File: src/rtl/rca_pipe_adder_pkg.sv
// Shared sizing for the pipelined ripple-carry adder/subtractor.
// Default geometry and the stage-count derivation live here.
package rca_pipe_adder_pkg;

  localparam int RCA_WIDTH = 16;
  localparam int RCA_CHUNK = 4;

  function automatic int rca_nstages(input int w, input int c);
    return w / c;
  endfunction

endpackage

File: src/rtl/full_adder.sv
// Single-bit full adder, the ripple cell of rca_chunk.
module full_adder (
  input  logic a,
  input  logic b,
  input  logic cin,
  output logic s,
  output logic cout
);

  assign s    = a ^ b ^ cin;
  assign cout = (a & b) | (cin & (a ^ b));

endmodule

File: src/rtl/rca_chunk.sv
// Combinational CHUNK-bit ripple segment built from full adders.
// c_msb_in exposes the carry entering the top bit for overflow.
module rca_chunk
  import rca_pipe_adder_pkg::*;
#(
  parameter int CHUNK = RCA_CHUNK
) (
  input  logic [CHUNK-1:0] a,
  input  logic [CHUNK-1:0] b,
  input  logic             cin,
  output logic [CHUNK-1:0] s,
  output logic             cout,
  output logic             c_msb_in
);

  for (genvar i = 0; i < CHUNK; i++) begin : g_bit
    logic w_ci;
    logic w_co;
    if (i == 0) begin : g_c
      assign w_ci = cin;
    end else begin : g_c
      assign w_ci = g_bit[i-1].w_co;
    end
    full_adder u_fa (
      .a   (a[i]),
      .b   (b[i]),
      .cin (w_ci),
      .s   (s[i]),
      .cout(w_co)
    );
  end

  assign cout     = g_bit[CHUNK-1].w_co;
  assign c_msb_in = g_bit[CHUNK-1].w_ci;

endmodule

File: src/rtl/rca_pipe_adder.sv
// Pipelined ripple-carry adder/subtractor, one CHUNK per stage,
// with a valid/ready chain that fills behind a downstream stall.
module rca_pipe_adder
  import rca_pipe_adder_pkg::*;
#(
  parameter int WIDTH = RCA_WIDTH,
  parameter int CHUNK = RCA_CHUNK
) (
  input  logic             clk,
  input  logic             rst_n,
  input  logic             in_valid,
  output logic             in_ready,
  input  logic [WIDTH-1:0] a,
  input  logic [WIDTH-1:0] b,
  input  logic             carry_in,
  input  logic             sub,
  output logic             out_valid,
  input  logic             out_ready,
  output logic [WIDTH-1:0] sum,
  output logic             carry_out,
  output logic             overflow
);

  localparam int NSTAGES = rca_nstages(WIDTH, CHUNK);

  if (WIDTH % CHUNK != 0) begin : g_chk
    $fatal(1, "rca_pipe_adder: WIDTH must be a multiple of CHUNK");
  end

  logic [WIDTH-1:0]   w_bx;
  logic [NSTAGES-1:0] w_v;
  logic [NSTAGES:0]   w_adv;

  assign w_bx = b ^ {WIDTH{sub}};

  // A stage may load when empty or when the stage after it moves.
  always_comb begin
    w_adv          = '0;
    w_adv[NSTAGES] = out_ready;
    for (int k = NSTAGES - 1; k >= 0; k--)
      w_adv[k] = !w_v[k] || w_adv[k+1];
  end

  for (genvar k = 0; k < NSTAGES; k++) begin : g_st
    localparam int LO = k * CHUNK;
    localparam int HI = LO + CHUNK;

    logic [CHUNK-1:0] w_ca;
    logic [CHUNK-1:0] w_cb;
    logic [CHUNK-1:0] w_s;
    logic             w_cin;
    logic             w_cout;
    logic             w_cmsb;
    logic             w_vin;
    logic [HI-1:0]    w_sum_nx;
    logic [HI-1:0]    r_sum;
    logic             r_c;
    logic             r_v;

    if (k == 0) begin : g_in
      assign w_vin    = in_valid;
      assign w_ca     = a[CHUNK-1:0];
      assign w_cb     = w_bx[CHUNK-1:0];
      assign w_cin    = carry_in ^ sub;
      assign w_sum_nx = w_s;
    end else begin : g_in
      assign w_vin    = g_st[k-1].r_v;
      assign w_ca     = g_st[k-1].g_sk.r_a[CHUNK-1:0];
      assign w_cb     = g_st[k-1].g_sk.r_b[CHUNK-1:0];
      assign w_cin    = g_st[k-1].r_c;
      assign w_sum_nx = {w_s, g_st[k-1].r_sum};
    end

    rca_chunk #(.CHUNK(CHUNK)) u_chunk (
      .a       (w_ca),
      .b       (w_cb),
      .cin     (w_cin),
      .s       (w_s),
      .cout    (w_cout),
      .c_msb_in(w_cmsb)
    );

    always_ff @(posedge clk) begin
      if (!rst_n) begin
        r_v   <= 1'b0;
        r_sum <= '0;
        r_c   <= 1'b0;
      end else if (w_adv[k]) begin
        r_v   <= w_vin;
        r_sum <= w_sum_nx;
        r_c   <= w_cout;
      end
    end

    assign w_v[k] = r_v;

    // Operand bits not yet consumed ride along with the partial sum.
    if (k < NSTAGES - 1) begin : g_sk
      logic [WIDTH-HI-1:0] w_a_nx;
      logic [WIDTH-HI-1:0] w_b_nx;
      logic [WIDTH-HI-1:0] r_a;
      logic [WIDTH-HI-1:0] r_b;

      if (k == 0) begin : g_src
        assign w_a_nx = a[WIDTH-1:HI];
        assign w_b_nx = w_bx[WIDTH-1:HI];
      end else begin : g_src
        assign w_a_nx = g_st[k-1].g_sk.r_a[WIDTH-LO-1:CHUNK];
        assign w_b_nx = g_st[k-1].g_sk.r_b[WIDTH-LO-1:CHUNK];
      end

      always_ff @(posedge clk) begin
        if (!rst_n) begin
          r_a <= '0;
          r_b <= '0;
        end else if (w_adv[k]) begin
          r_a <= w_a_nx;
          r_b <= w_b_nx;
        end
      end
    end

    if (k == NSTAGES - 1) begin : g_ov
      logic r_ovf;
      always_ff @(posedge clk) begin
        if (!rst_n)        r_ovf <= 1'b0;
        else if (w_adv[k]) r_ovf <= w_cmsb ^ w_cout;
      end
    end else begin : g_nov
      logic w_unused_cmsb;
      assign w_unused_cmsb = w_cmsb;
    end
  end

  assign in_ready  = w_adv[0];
  assign out_valid = w_v[NSTAGES-1];
  assign sum       = g_st[NSTAGES-1].r_sum;
  assign carry_out = g_st[NSTAGES-1].r_c;
  assign overflow  = g_st[NSTAGES-1].g_ov.r_ovf;

endmodule
File: config.mk
export PLATFORM = sky130hd
export DESIGN_NAME = rca_pipe_adder
export DESIGN_NICKNAME = d
export VERILOG_FILES = /design/src/rtl/rca_pipe_adder_pkg.sv /design/src/rtl/full_adder.sv /design/src/rtl/rca_chunk.sv /design/src/rtl/rca_pipe_adder.sv
export SDC_FILE = /design/constraint.sdc
export NUM_CORES = 1
export LEC_CHECK = 0
export BUFFER_PORTS_ARGS = -buffer_cell sky130_fd_sc_hd__buf_2
export CAP_MARGIN = 10
export CELL_PAD_IN_SITES_DETAIL_PLACEMENT = 1
export CELL_PAD_IN_SITES_GLOBAL_PLACEMENT = 1
export CORE_UTILIZATION = 47
export DETAILED_ROUTE_END_ITERATION = 10
export PLACE_DENSITY = 0.82
export REMOVE_ABC_BUFFERS = 1
export SLEW_MARGIN = 40
export SYNTH_ARGS = -nofsm -noshare
export SYNTH_HDL_FRONTEND = slang
export SYNTH_SLANG_ARGS = --single-unit
File: constraint.sdc
create_clock -name clk -period 4.95 [get_ports clk]
set_input_delay 0.2475 -clock clk [delete_from_list [all_inputs] [get_ports clk]]
set_output_delay 0.2475 -clock clk [all_outputs]
set_load 0.005 [all_outputs]
---- Yosys cells after proc, flatten, opt, wreduce, memory -nomap -nowiden ----
Index checks and enable logic that the tools add are counted.
word-level totals
  register bits after elaboration ......... 97
  bits of input ports ..................... 38
  output and inout bits ................... 20
  logic and storage cells ................. 110
operators by class
  bitwise operators ....................... 83
  reductions and logical operators ........ 8
operators with widths
  kind              number
  $xor 1x1->1       34
  $and 1x1->1       32
  $or 1x1->1        16
  $xor 16x16->16    1
  $logic_not 1->1   4
  $logic_or 1x1->1  4

---- Longest topological paths before layout ----
Gate-level depths: netlist (run 1).
  depth after elaboration ................. 10
  depth in mapped cells ................... 10
  depth with buffers taken out ............ 10

---- By module ----
A second synthesis (run 1) with hierarchy kept.
unflattened totals
  cells, all modules ...................... 456
  area, all modules ....................... 4147.7 um^2
modules (own cells, without submodules)
  module          times used  cells an instance  area an instance (um^2)  sequential area each (um^2)
  rca_pipe_adder  1           440                3827.4                   1941.9
  full_adder      16          1                  20.0                     0.0

---- Worst setup path before layout (run 1) ----
Ideal clock, no wire load.
  path type ............................... input -> register
  from .................................... input port sub
  to ...................................... register g_st[0].r_sum[3]
  library setup time ...................... 0.122 ns
  arrival time ............................ 2.560 ns
  data required time ...................... 4.828 ns
  path slack .............................. 2.268 ns
  stages on the path ...................... 10
  path buffers ............................ 2
  cell sequence ........................... buf_2 -> buf_2 -> xnor2_1 -> fa_1 -> fa_1 -> fa_1 -> inv_1 -> fa_1 -> nand2_1 -> mux2i_1
between the ends
  cells in the longest elaborated chain, start to end .. 9
  elaborated cells between the ends (all ways) .. 16
  classes of those cells .................. 16 x bitwise
ends and longest elaborated chain
  what                                 line                  source
  start: declaration                   rca_pipe_adder.sv:16  input logic sub,
  $xor 16x16->16                       rca_pipe_adder.sv:34  assign w_bx = b ^ {WIDTH{sub}};
  $xor 1x1->1                          full_adder.sv:11      assign cout = (a & b) | (cin & (a ^ b));
  $and 1x1->1                          full_adder.sv:11
  $or 1x1->1                           full_adder.sv:11
  $and 1x1->1                          full_adder.sv:11
  $or 1x1->1                           full_adder.sv:11
  $and 1x1->1                          full_adder.sv:11
  $or 1x1->1                           full_adder.sv:11
  $xor 1x1->1 *                        full_adder.sv:10      assign s = a ^ b ^ cin;
  net g_st[0].u_chunk.g_bit[3].u_fa.s  full_adder.sv:6       output logic s,
  end signal: assignment               rca_pipe_adder.sv:90  r_sum <= w_sum_nx;
  end: declaration                     rca_pipe_adder.sv:56  logic [HI-1:0] r_sum;
The timed path passes the listed nets; every way through them passes the cells marked *.
A chain may end at the register's enable or synchronous reset.

---- Worst setup path in the final report (run 1) ----
  from .................................... register g_st[3].r_v (netlist: out_valid)
  to ...................................... output port in_ready
between the ends
  cells in the longest elaborated chain, start to end .. 5
ends and longest elaborated chain
  what                            line                  source
  start: declaration              rca_pipe_adder.sv:58  logic r_v;
  start signal: assignment        rca_pipe_adder.sv:89  r_v <= w_vin;
  $logic_not 1->1                 rca_pipe_adder.sv:41  w_adv[k] = !w_v[k] || w_adv[k+1];
  $logic_or 1x1->1 (4 in series)  rca_pipe_adder.sv:41
  end: declaration                rca_pipe_adder.sv:12  output logic in_ready,
Every way passes these cells.

==> results.sh, run 1 <==
export IMPL_run_status="finished clean"
export IMPL_antenna_violations_before_repair=0
export IMPL_timing_critical_path_fanout_max=45
export IMPL_cts_repair_resized=0
export IMPL_power_switching_mw=0.375
export IMPL_power_leakage_nw=2.09
export IMPL_coreArea_mm2=0.00868
export IMPL_post_route_cells_drive_above_1_share_pct=16.2
export IMPL_grt_overflow=0
export IMPL_final_antenna_net_count=0
export IMPL_gp_congestion=0.753
export IMPL_yosys_area_top_type="dfxtp_1"
export IMPL_maxClockFrequency_mhz=363
export IMPL_cts_root_buf="clkbuf_8"
export IMPL_post_drt_wl_per_cell_um=15.3
export IMPL_synth_cell_types=27
export IMPL_synth_compound_area_share_pct=18.5
export IMPL_largest_net_degree_at_the_start_of_global_routing=74
export IMPL_tritoncts_num_buffers=9
export IMPL_crit_end_category="primary output"
export IMPL_worstReg2RegEnd="overflow$_SDFFE_PN0P_"
export IMPL_nets=550
export IMPL_cts_tree="built"
export IMPL_timing_critical_path_required_ns=4.70
export IMPL_finalSetupViolCount=0
export IMPL_worst_endpoint_arrival_ns=2.51
export IMPL_syn_cell_area_mm2=0.00419
export IMPL_stdcell_area_mm2=0.00473
export IMPL_synth_xor_area_share_pct=3.76
export IMPL_final_max_slew_viol_count=0
export IMPL_synthToLayoutAreaGrowth_pct=13.0
export IMPL_ports_placed_on_the_boundary=58
export IMPL_fin_crit_sh_pct=55.7
export IMPL_switching_share_pct=23.6
export IMPL_vdd_ir_drop_max_mv=0.148
export IMPL_setup_slack_of_the_worst_register_to_register_path_ns=2.49
export IMPL_hold_end="g_st[0].r_v$_SDFFE_PN0P_"
export IMPL_post_cts_hold_buffer_count=0
export IMPL_vias_in_the_first_global_route=3199
export IMPL_pwr_share_seq_pct=53.8
export IMPL_htree_num_levels=3
export IMPL_max_cap_violations=0
export IMPL_placedInstanceArea_mm2=0.00450
export IMPL_reg2reg_depth=10
export IMPL_logic_gate_share_of_total_power_pct=9.5
export IMPL_setup_tns_final_ns=0
export IMPL_initial_core_util_pct=48.3
export IMPL_grt_pass1_wl_um=15000
export IMPL_power_per_cell_area_mw_per_mm2=336
export IMPL_clock_power_share_pct=36.6
export IMPL_netlist_instances=456
export IMPL_initialDrtViolationCount=96
export IMPL_synthAdderAreaFrac_pct=7.65
export IMPL_cts_num_sinks=97
export IMPL_layout_common_cells="nand2_1, dfxtp_1, buf_2"
export IMPL_timing_setup_critical_path_class="flip-flop to primary output"
export IMPL_grt_usage_pct=21.7
export IMPL_place_hpwl_um=6150
export IMPL_max_slew_margin_rel_pct=50.0
export IMPL_placementRows=34
export IMPL_combinational_family_with_the_most_area_after_synthesis="compound AO/OA/AOI/OAI gates"
export IMPL_layout_cells_most_common="nand2_1"
export IMPL_vias_per_cell=5.17
export IMPL_dr_pass1_iters=4
export IMPL_post_route_drc_count=0
export IMPL_reg2reg_from="g_st[2].r_c$_SDFFE_PN0P_"
export IMPL_antennaDiodeCount=0
export IMPL_die_width_um=96.4
export IMPL_worst_pin_slew_ns=0.750
export IMPL_p_int_mw=1.22
export IMPL_timing_final_hold_violations=0
export IMPL_worstHoldPathType="input port to flip-flop"
export IMPL_postRouteWirelength_um=9290
export IMPL_die_height_um=96.4
export IMPL_ys_seq_elements=97
export IMPL_min_delay_path_depth=2
export IMPL_timing_clock_skew_ns=0.0147
export IMPL_synth_top_area_share_pct=46.4
export IMPL_synth_yosys_seq_area_share_pct=46.4
export IMPL_fp_dieArea_mm2=0.00929
export IMPL_grt_setup_unrepaired="no"
export IMPL_netlist_top_cells_area="dfxtp_1, nand2_1, a21boi_0, fa_1, o211a_1"
export IMPL_via_count=3149
export IMPL_yosys_warnings=0
export IMPL_synth_simple_gate_area_share_pct=15.3
export IMPL_muxShareOfSynthArea_pct=2.63
export IMPL_clk_latency_ns=0.36
export IMPL_clockBufferDepth=2
export IMPL_io_buffers=57
export IMPL_clock_pin_slew_reported_for_the_worst_setup_and_hold_paths_after_clock_tree_synthesis_ns=0.09
export IMPL_postCtsSetupBuffers=0
export IMPL_post_route_min_period_ns=2.76
export IMPL_cp_start_kind="flip-flop"
export IMPL_worst_hold_startpoint="in_valid"
export IMPL_syn_area_per_cell_um2=9.19
## cells by family after synthesis
| family | after synthesis |
|---|---|
| adder cells (fa/ha/maj) | 16 |
| multiplexers | 11 |
| AO/OA/AOI/OAI | 101 |
| buffers and inverters | 59 |
| AND/OR/NAND/NOR | 154 |
| XOR/XNOR | 18 |
| flip-flops | 97 |
## sequential cells by signal, indices dropped and copies added (netlist names)
signal         cells
out_valid          1
g_st.r_sum        24
g_st.r_v           3
g_st.g_sk.r_a     24
carry_out          1
sum               16
overflow           1
g_st.g_sk.r_b     24
g_st.r_c           3
## power by group through the flow
| stage | clock network, mW | registers, mW | logic [mW] |
|---|---|---|---|
| 2_1_floorplan | 0 | 0.868 | 0.0910 |
| 3_3_place_gp | 0 | 0.872 | 0.142 |
| 3_5_place_dp | 0 | 0.875 | 0.152 |
| 4_1_cts | 0.594 | 0.857 | 0.154 |
| 5_1_grt | 0.625 | 0.863 | 0.174 |
| 6_report | 0.583 | 0.856 | 0.151 |
## layer usage
layer / GRT usage, % / wire (µm)
met1: 26.4 / 4260
met2: 38.5 / 4680
met3: 4.62 / 279
met4: 6.25 / 77
met5: 0 / 0
## stage by stage
step	instances	hold WS (ns)	setup slack, ns	util (%)	total power, mW
after floorplan	424	0.365	2.74	-	0.959
after global placement	591	0.435	2.20	51.6	1.01
after detailed placement	593	0.448	2.14	51.9	1.03
after CTS	609	0.0881	2.16	54.5	1.61
after global routing	609	0.0904	1.99	54.5	1.66
final	609	0.106	2.19	54.5	1.59
## cells in the mapped netlist
cell type / count
nand4_1: 3
buf_2: 8
fa_1: 16
buf_1: 2
clkbuf_1: 19
nand4b_4: 1
inv_1: 26
nand3b_1: 1
mux2i_1: 11
nor2_8: 1
o211a_1: 24
nor2b_1: 1
o21ai_0: 18
inv_2: 1
nand2_1: 144
a21boi_0: 51
o21a_1: 3
nand2b_1: 1
and3b_1: 1
a21boi_1: 5
buf_6: 1
buf_4: 1
xor2_1: 1
clkbuf_2: 1
and4b_1: 1
dfxtp_1: 97
xnor2_1: 17
## critical path: stages, from the launching register on
cell and delay, ns:
dfxtp_1 0.49, nand4b_4 0.61, nor2_8 0.58, inv_2 0.26, buf_2 0.19
## layout make-up
type,instances,area (µm²)
well taps,108,135
multi-input cells,300,2010
clock buffers,12,155
flip-flops and latches,97,1940
inverters,27,101
fillers,1029,3950
clock inverters,4,75.1
repair buffers,61,318
## worst max-delay path by stage
stage | startpoint | slack (ns) | endpoint | cells past startpoint
3_5_place_dp | sub | 2.14 | g_st[0].r_sum[3]$_SDFFE_PN0P_ | 9
5_1_grt | out_valid$_SDFFE_PN0P_ | 1.99 | in_ready | 4
6_report | out_valid$_SDFFE_PN0P_ | 2.19 | in_ready | 4
4_1_cts | out_valid$_SDFFE_PN0P_ | 2.16 | in_ready | 4
2_1_floorplan | b[0] | 2.74 | g_st[0].r_sum[3]$_SDFFE_PN0P_ | 8
3_3_place_gp | sub | 2.20 | g_st[0].r_sum[3]$_SDFFE_PN0P_ | 9
Power figures use the tool's default switching activity.
==> run 2, diff against run 1 <==
Settings changed: CORE_UTILIZATION 47 to 43, PLACE_DENSITY 0.82 to 0.76.
Clock period 4.95 ns to 2.73 ns, I/O delays scaled along.
==> run 2 against run 1 <==
- first-iteration DRC count decreased by 33%
- power is 74% higher
- critical path depth increased by 6
- clock power rose by 59%
- clock-buffer cell count shrank 1
- die area grew 9.1%
- via count fell by 0.22%
==> results.sh, run 2 (synthesis gave the netlist of run 1 again) <==
export IMPL_run_status="finished clean"
export IMPL_post_route_min_period_ns=2.35
export IMPL_fin_crit_sh_pct=86.2
export IMPL_postRouteWirelength_um=9140
export IMPL_final_cell_count_no_fill=636
export IMPL_reg2reg_from="g_st[2].r_c$_SDFFE_PN0P_"
export IMPL_worst_endpoint_arrival_ns=2.65
export IMPL_fp_dieArea_mm2=0.0101
export IMPL_layout_cells_most_common="nand2_1"
export IMPL_cp_start_kind="flip-flop"
export IMPL_layout_common_cells="nand2_1, dfxtp_1, buf_2"
export IMPL_grt_setup_unrepaired="no"
export IMPL_total_power_mw=2.76
export IMPL_place_hpwl_um=5990
export IMPL_placementRows=35
export IMPL_timing_hold_ws_ns=0.0144
export IMPL_vdd_ir_drop_max_mv=0.297
export IMPL_crit_end_category="flip-flop"
export IMPL_timing_clock_skew_ns=0.0130
export IMPL_vias_per_cell=4.94
export IMPL_die_width_um=101
export IMPL_grt_pass1_wl_um=15400
export IMPL_worstHoldPathType="input port to flip-flop"
export IMPL_setup_tns_final_ns=0
export IMPL_cts_tree="built"
export IMPL_ports_placed_on_the_boundary=58
export IMPL_layout_setup_ws_ns=0.377
export IMPL_coreArea_mm2=0.00933
export IMPL_cts_num_sinks=97
export IMPL_via_count=3142
export IMPL_timing_final_hold_violations=0
export IMPL_reg2reg_depth=10
export IMPL_worst_hold_startpoint="a[12]"
export IMPL_antennaDiodeCount=0
export IMPL_worst_pin_slew_ns=0.740
export IMPL_post_place_cells=617
export IMPL_timing_setup_critical_path_class="flip-flop to flip-flop"
export IMPL_cts_root_buf="clkbuf_8"
export IMPL_final_antenna_net_count=0
export IMPL_htree_num_levels=3
export IMPL_timing_critical_path_fanout_max=2
export IMPL_largest_net_degree_at_the_start_of_global_routing=45
export IMPL_post_route_drc_count=0
export IMPL_power_leakage_nw=2.11
export IMPL_finalSetupViolCount=0
export IMPL_clk_latency_ns=0.36
export IMPL_grt_usage_pct=19.7
export IMPL_postCtsSetupBuffers=0
export IMPL_dr_pass1_iters=4
export IMPL_clockBufferDepth=2
export IMPL_io_buffers=57
export IMPL_min_delay_path_depth=3
export IMPL_max_slew_margin_rel_pct=50.6
export IMPL_final_max_slew_viol_count=0
export IMPL_gp_congestion=0.715
export IMPL_hold_end="g_st[0].g_sk.r_a[8]$_SDFFE_PN0P_"
export IMPL_nets=556
export IMPL_crit_start="g_st[2].r_c$_SDFFE_PN0P_"
export IMPL_timing_critical_path_required_ns=3.02
export IMPL_worstReg2RegEnd="overflow$_SDFFE_PN0P_"
export IMPL_vias_in_the_first_global_route=3219
export IMPL_initial_core_util_pct=44.9
export IMPL_setup_slack_of_the_worst_register_to_register_path_ns=0.38
export IMPL_max_cap_violations=0
export IMPL_reg_largest_list="g_st.g_sk.r_a x24, g_st.g_sk.r_b x24, g_st.r_sum x24"
export IMPL_post_drt_wl_per_cell_um=14.4
export IMPL_grt_overflow=0
export IMPL_power_per_cell_area_mw_per_mm2=578
export IMPL_antenna_violations_before_repair=0
export IMPL_tritoncts_num_buffers=9
export IMPL_initialDrtViolationCount=64
export IMPL_synthToLayoutAreaGrowth_pct=14.0
export IMPL_die_height_um=101
export IMPL_post_route_cells_drive_above_1_share_pct=16.4
export IMPL_dpl_ws_ns=0.368
export IMPL_maxClockFrequency_mhz=425
export IMPL_clock_pin_slew_reported_for_the_worst_setup_and_hold_paths_after_clock_tree_synthesis_ns=0.09
[run 2: cell count changes in the layout (fill, tap and decap cells not counted)]
cell           previous run  this run
bufinv_16                 2         1
dlygate4sd3_1             0         3
clkinv_2                  0         2
and4b_2                   1         0
clkbuf_8                 11        10
buf_4                     5         7
and4b_1                   0         1
buf_2                    56        57
[run 2: critical path, stage by stage (launching register included)]
cell      delay, ns
dfxtp_1        0.37
fa_1           0.19
inv_1          0.06
fa_1           0.41
inv_1          0.11
fa_1           0.22
inv_1          0.07
fa_1           0.46
xnor2_1        0.18
nand2_1        0.07
a21boi_1       0.15
[run 2: metal layers]
| layer | up-vias | GRT usage, % | wire length (µm) |
|---|---|---|---|
| met5 | - | 0 | 0 |
| met4 | 0 | 7.25 | 152 |
| met3 | 12 | 2.70 | 304 |
| met2 | 55 | 33.6 | 4400 |
| met1 | 1512 | 25.4 | 4280 |
| li1 | 1563 | - | - |
[run 2: power by group]
group | leakage [nW] | internal, mW | total, mW | switching [mW]
logic | 1.21 | 0.138 | 0.279 | 0.141
clock network | 0.0953 | 0.446 | 0.928 | 0.482
registers | 0.798 | 1.50 | 1.55 | 0.0489
[run 2: how the worst max path moves through the flow]
| stage | end | slack [ns] | depth (start not counted) |
|---|---|---|---|
| after floorplan | sum[15]$_SDFFE_PN0P_ | 0.57 | 9 |
| after global placement | g_st[0].r_sum[3]$_SDFFE_PN0P_ | 0.44 | 9 |
| after detailed placement | g_st[0].r_sum[3]$_SDFFE_PN0P_ | 0.37 | 9 |
| after CTS | overflow$_SDFFE_PN0P_ | 0.33 | 10 |
| after global routing | overflow$_SDFFE_PN0P_ | 0.20 | 10 |
| final | overflow$_SDFFE_PN0P_ | 0.38 | 10 |
[run 2: layout make-up]
| class | instances | area [µm²] |
|---|---|---|
| inverters | 27 | 101 |
| flip-flops and latches | 97 | 1940 |
| clock inverters | 5 | 55.1 |
| fillers | 1109 | 4550 |
| well taps | 129 | 161 |
| clock buffers | 11 | 141 |
| repair buffers | 67 | 368 |
| multi-input cells | 300 | 2010 |
[run 2: through the flow]
step	cell area, µm²	util [%]
2_1_floorplan	4050	-
3_3_place_gp	4550	48.7
3_5_place_dp	4550	48.8
4_1_cts	4770	51.2
5_1_grt	4770	51.2
6_report	4770	51.2
[run 2: repair_timing]
item                                   in CTS  in global routing
hold buffers                                3                  0
gates resized for setup                     0                  0
endpoints found under the hold margin       3                  0
==> run 3, diff against run 2 <==
Settings changed: GPL_TIMING_DRIVEN set to 0.
==> run 3 against run 2 <==
- first-iteration DRC count up 64%
- clock skew fell by 0.00089 ns
- clock power up 9.9%
- via count decreased by 0.95%
- power up 3.4%
- combinational power grew 1%
- final cell count is 0.31% lower
- routed wire length is 2.0% higher
- die area stayed put
- cell area grew 1.2%
- sequential share of layout area shrank 0.46 points
- register-to-register slack gained 0.02 ns
==> results.sh, run 3 (synthesis gave the netlist of run 1 again) <==
export IMPL_run_status="finished clean"
export IMPL_finalSetupViolCount=0
export IMPL_layout_cells_most_common="nand2_1"
export IMPL_cts_repair_resized=0
export IMPL_fp_dieArea_mm2=0.0101
export IMPL_timing_setup_critical_path_class="flip-flop to primary output"
export IMPL_maxClockFrequency_mhz=410
export IMPL_worstHoldPathType="input port to flip-flop"
export IMPL_die_height_um=101
export IMPL_coreArea_mm2=0.00933
export IMPL_power_leakage_nw=2.13
export IMPL_grt_setup_unrepaired="no"
export IMPL_clk_latency_ns=0.36
export IMPL_antennaDiodeCount=0
export IMPL_cts_num_sinks=97
export IMPL_post_route_drc_count=0
export IMPL_final_antenna_net_count=0
export IMPL_grt_usage_pct=19.5
export IMPL_layout_setup_ws_ns=0.290
export IMPL_die_width_um=101
export IMPL_total_power_mw=2.85
export IMPL_post_route_min_period_ns=2.44
export IMPL_worst_pin_slew_ns=0.804
export IMPL_antenna_violations_before_repair=0
export IMPL_final_cell_count_no_fill=634
export IMPL_largest_net_degree_at_the_start_of_global_routing=76
export IMPL_initialDrtViolationCount=105
export IMPL_vias_per_cell=4.91
export IMPL_layout_common_cells="nand2_1, dfxtp_1, buf_2"
export IMPL_vdd_ir_drop_max_mv=0.236
export IMPL_max_slew_margin_rel_pct=46.4
export IMPL_timing_final_hold_violations=0
export IMPL_clock_pin_slew_reported_for_the_worst_setup_and_hold_paths_after_clock_tree_synthesis_ns=0.09
export IMPL_power_per_cell_area_mw_per_mm2=591
export IMPL_cts_root_buf="clkbuf_8"
export IMPL_io_buffers=57
export IMPL_post_place_cells=612
export IMPL_vias_in_the_first_global_route=3221
export IMPL_gp_congestion=0.688
export IMPL_fin_crit_sh_pct=89.4
export IMPL_timing_critical_path_fanout_max=23
export IMPL_post_route_cells_drive_above_1_share_pct=15.6
export IMPL_place_hpwl_um=5690
export IMPL_final_max_slew_viol_count=0
export IMPL_placementRows=35
export IMPL_synthToLayoutAreaGrowth_pct=15.3
export IMPL_clockBufferDepth=2
export IMPL_post_drt_wl_per_cell_um=14.7
export IMPL_reg_largest_list="g_st.g_sk.r_a x24, g_st.g_sk.r_b x24, g_st.r_sum x24"
export IMPL_setup_tns_final_ns=0
export IMPL_nets=555
export IMPL_crit_end_category="primary output"
export IMPL_max_cap_violations=0
export IMPL_grt_pass1_wl_um=15300
export IMPL_initial_core_util_pct=44.9
export IMPL_worst_endpoint_arrival_ns=2.30
export IMPL_via_count=3112
export IMPL_cts_tree="built"
export IMPL_timing_clock_skew_ns=0.0121
export IMPL_timing_critical_path_required_ns=2.59
export IMPL_postRouteWirelength_um=9320
export IMPL_setup_slack_of_the_worst_register_to_register_path_ns=0.40
export IMPL_ports_placed_on_the_boundary=58
export IMPL_cp_start_kind="flip-flop"
export IMPL_tritoncts_num_buffers=9
export IMPL_postCtsSetupBuffers=0
export IMPL_grt_overflow=0
export IMPL_htree_num_levels=3
export IMPL_dr_pass1_iters=4
export IMPL_dpl_ws_ns=-0.0480
## run 3: changes by cell type in the layout (fill, tap and decap cells not counted), moves of 2 or more
| cell | previous run | this run |
|---|---|---|
| buf_6 | 0 | 2 |
| clkinvlp_4 | 2 | 0 |
| dlygate4sd3_1 | 3 | 6 |
| buf_4 | 7 | 0 |
## run 3: final cells by class
class / count / area (µm²)
Fill cell: 1099 / 4500
Multi-Input combinational cell: 301 / 2020
Sequential cell: 97 / 1940
Inverter: 27 / 101
Tap cell: 129 / 161
Clock inverter: 3 / 65.1
Timing Repair Buffer: 65 / 390
Clock buffer: 12 / 145
## run 3: through the flow
| stage | cell area, µm² | util (%) | hold slack (ns) |
|---|---|---|---|
| 2_1_floorplan | 4050 | - | 0.254 |
| 3_3_place_gp | 4490 | 48.2 | 0.349 |
| 4_1_cts | 4810 | 51.6 | 0.00435 |
| 3_5_place_dp | 4540 | 48.7 | 0.354 |
| 6_report | 4830 | 51.8 | 0.0140 |
| 5_1_grt | 4830 | 51.8 | 0.0119 |
## run 3: what timing repair did
action | in CTS | in global routing
endpoints found under the setup margin | 0 | 1
hold buffers | 6 | 0
endpoints found under the hold margin | 6 | 0
## run 3: layer usage
layer | share of wire, % | global-route usage (%) | up-vias
met5 | 0 | 0 | -
met4 | 1.5 | 8.81 | 0
met3 | 2.8 | 2.29 | 11
met2 | 48 | 34.1 | 49
met1 | 48 | 24.2 | 1485
li1 | - | - | 1567
## run 3: where the power goes
group	switching (mW)	leakage, nW	internal [mW]	total (mW)
logic	0.140	1.22	0.143	0.283
clock network	0.480	0.106	0.536	1.02
registers	0.0515	0.798	1.50	1.56
## run 3: worst paths after layout
| path | cells after the start | end | start |
|---|---|---|---|
| max reg2reg | 9 | g_st[1].r_sum[7]$_SDFFE_PN0P_ | g_st[0].r_c$_SDFFE_PN0P_ |
| min | 3 | g_st[0].g_sk.r_a[0]$_SDFFE_PN0P_ | a[4] |
| max | 4 | in_ready | out_valid$_SDFFE_PN0P_ |
| min reg2reg | 2 | overflow$_SDFFE_PN0P_ | overflow$_SDFFE_PN0P_ |
## run 3: worst max-delay path: stages, from the launching register on
cell	delay, ns
dfxtp_1	0.56
nand4b_4	0.44
nor2_8	0.48
inv_2	0.26
buf_2	0.20
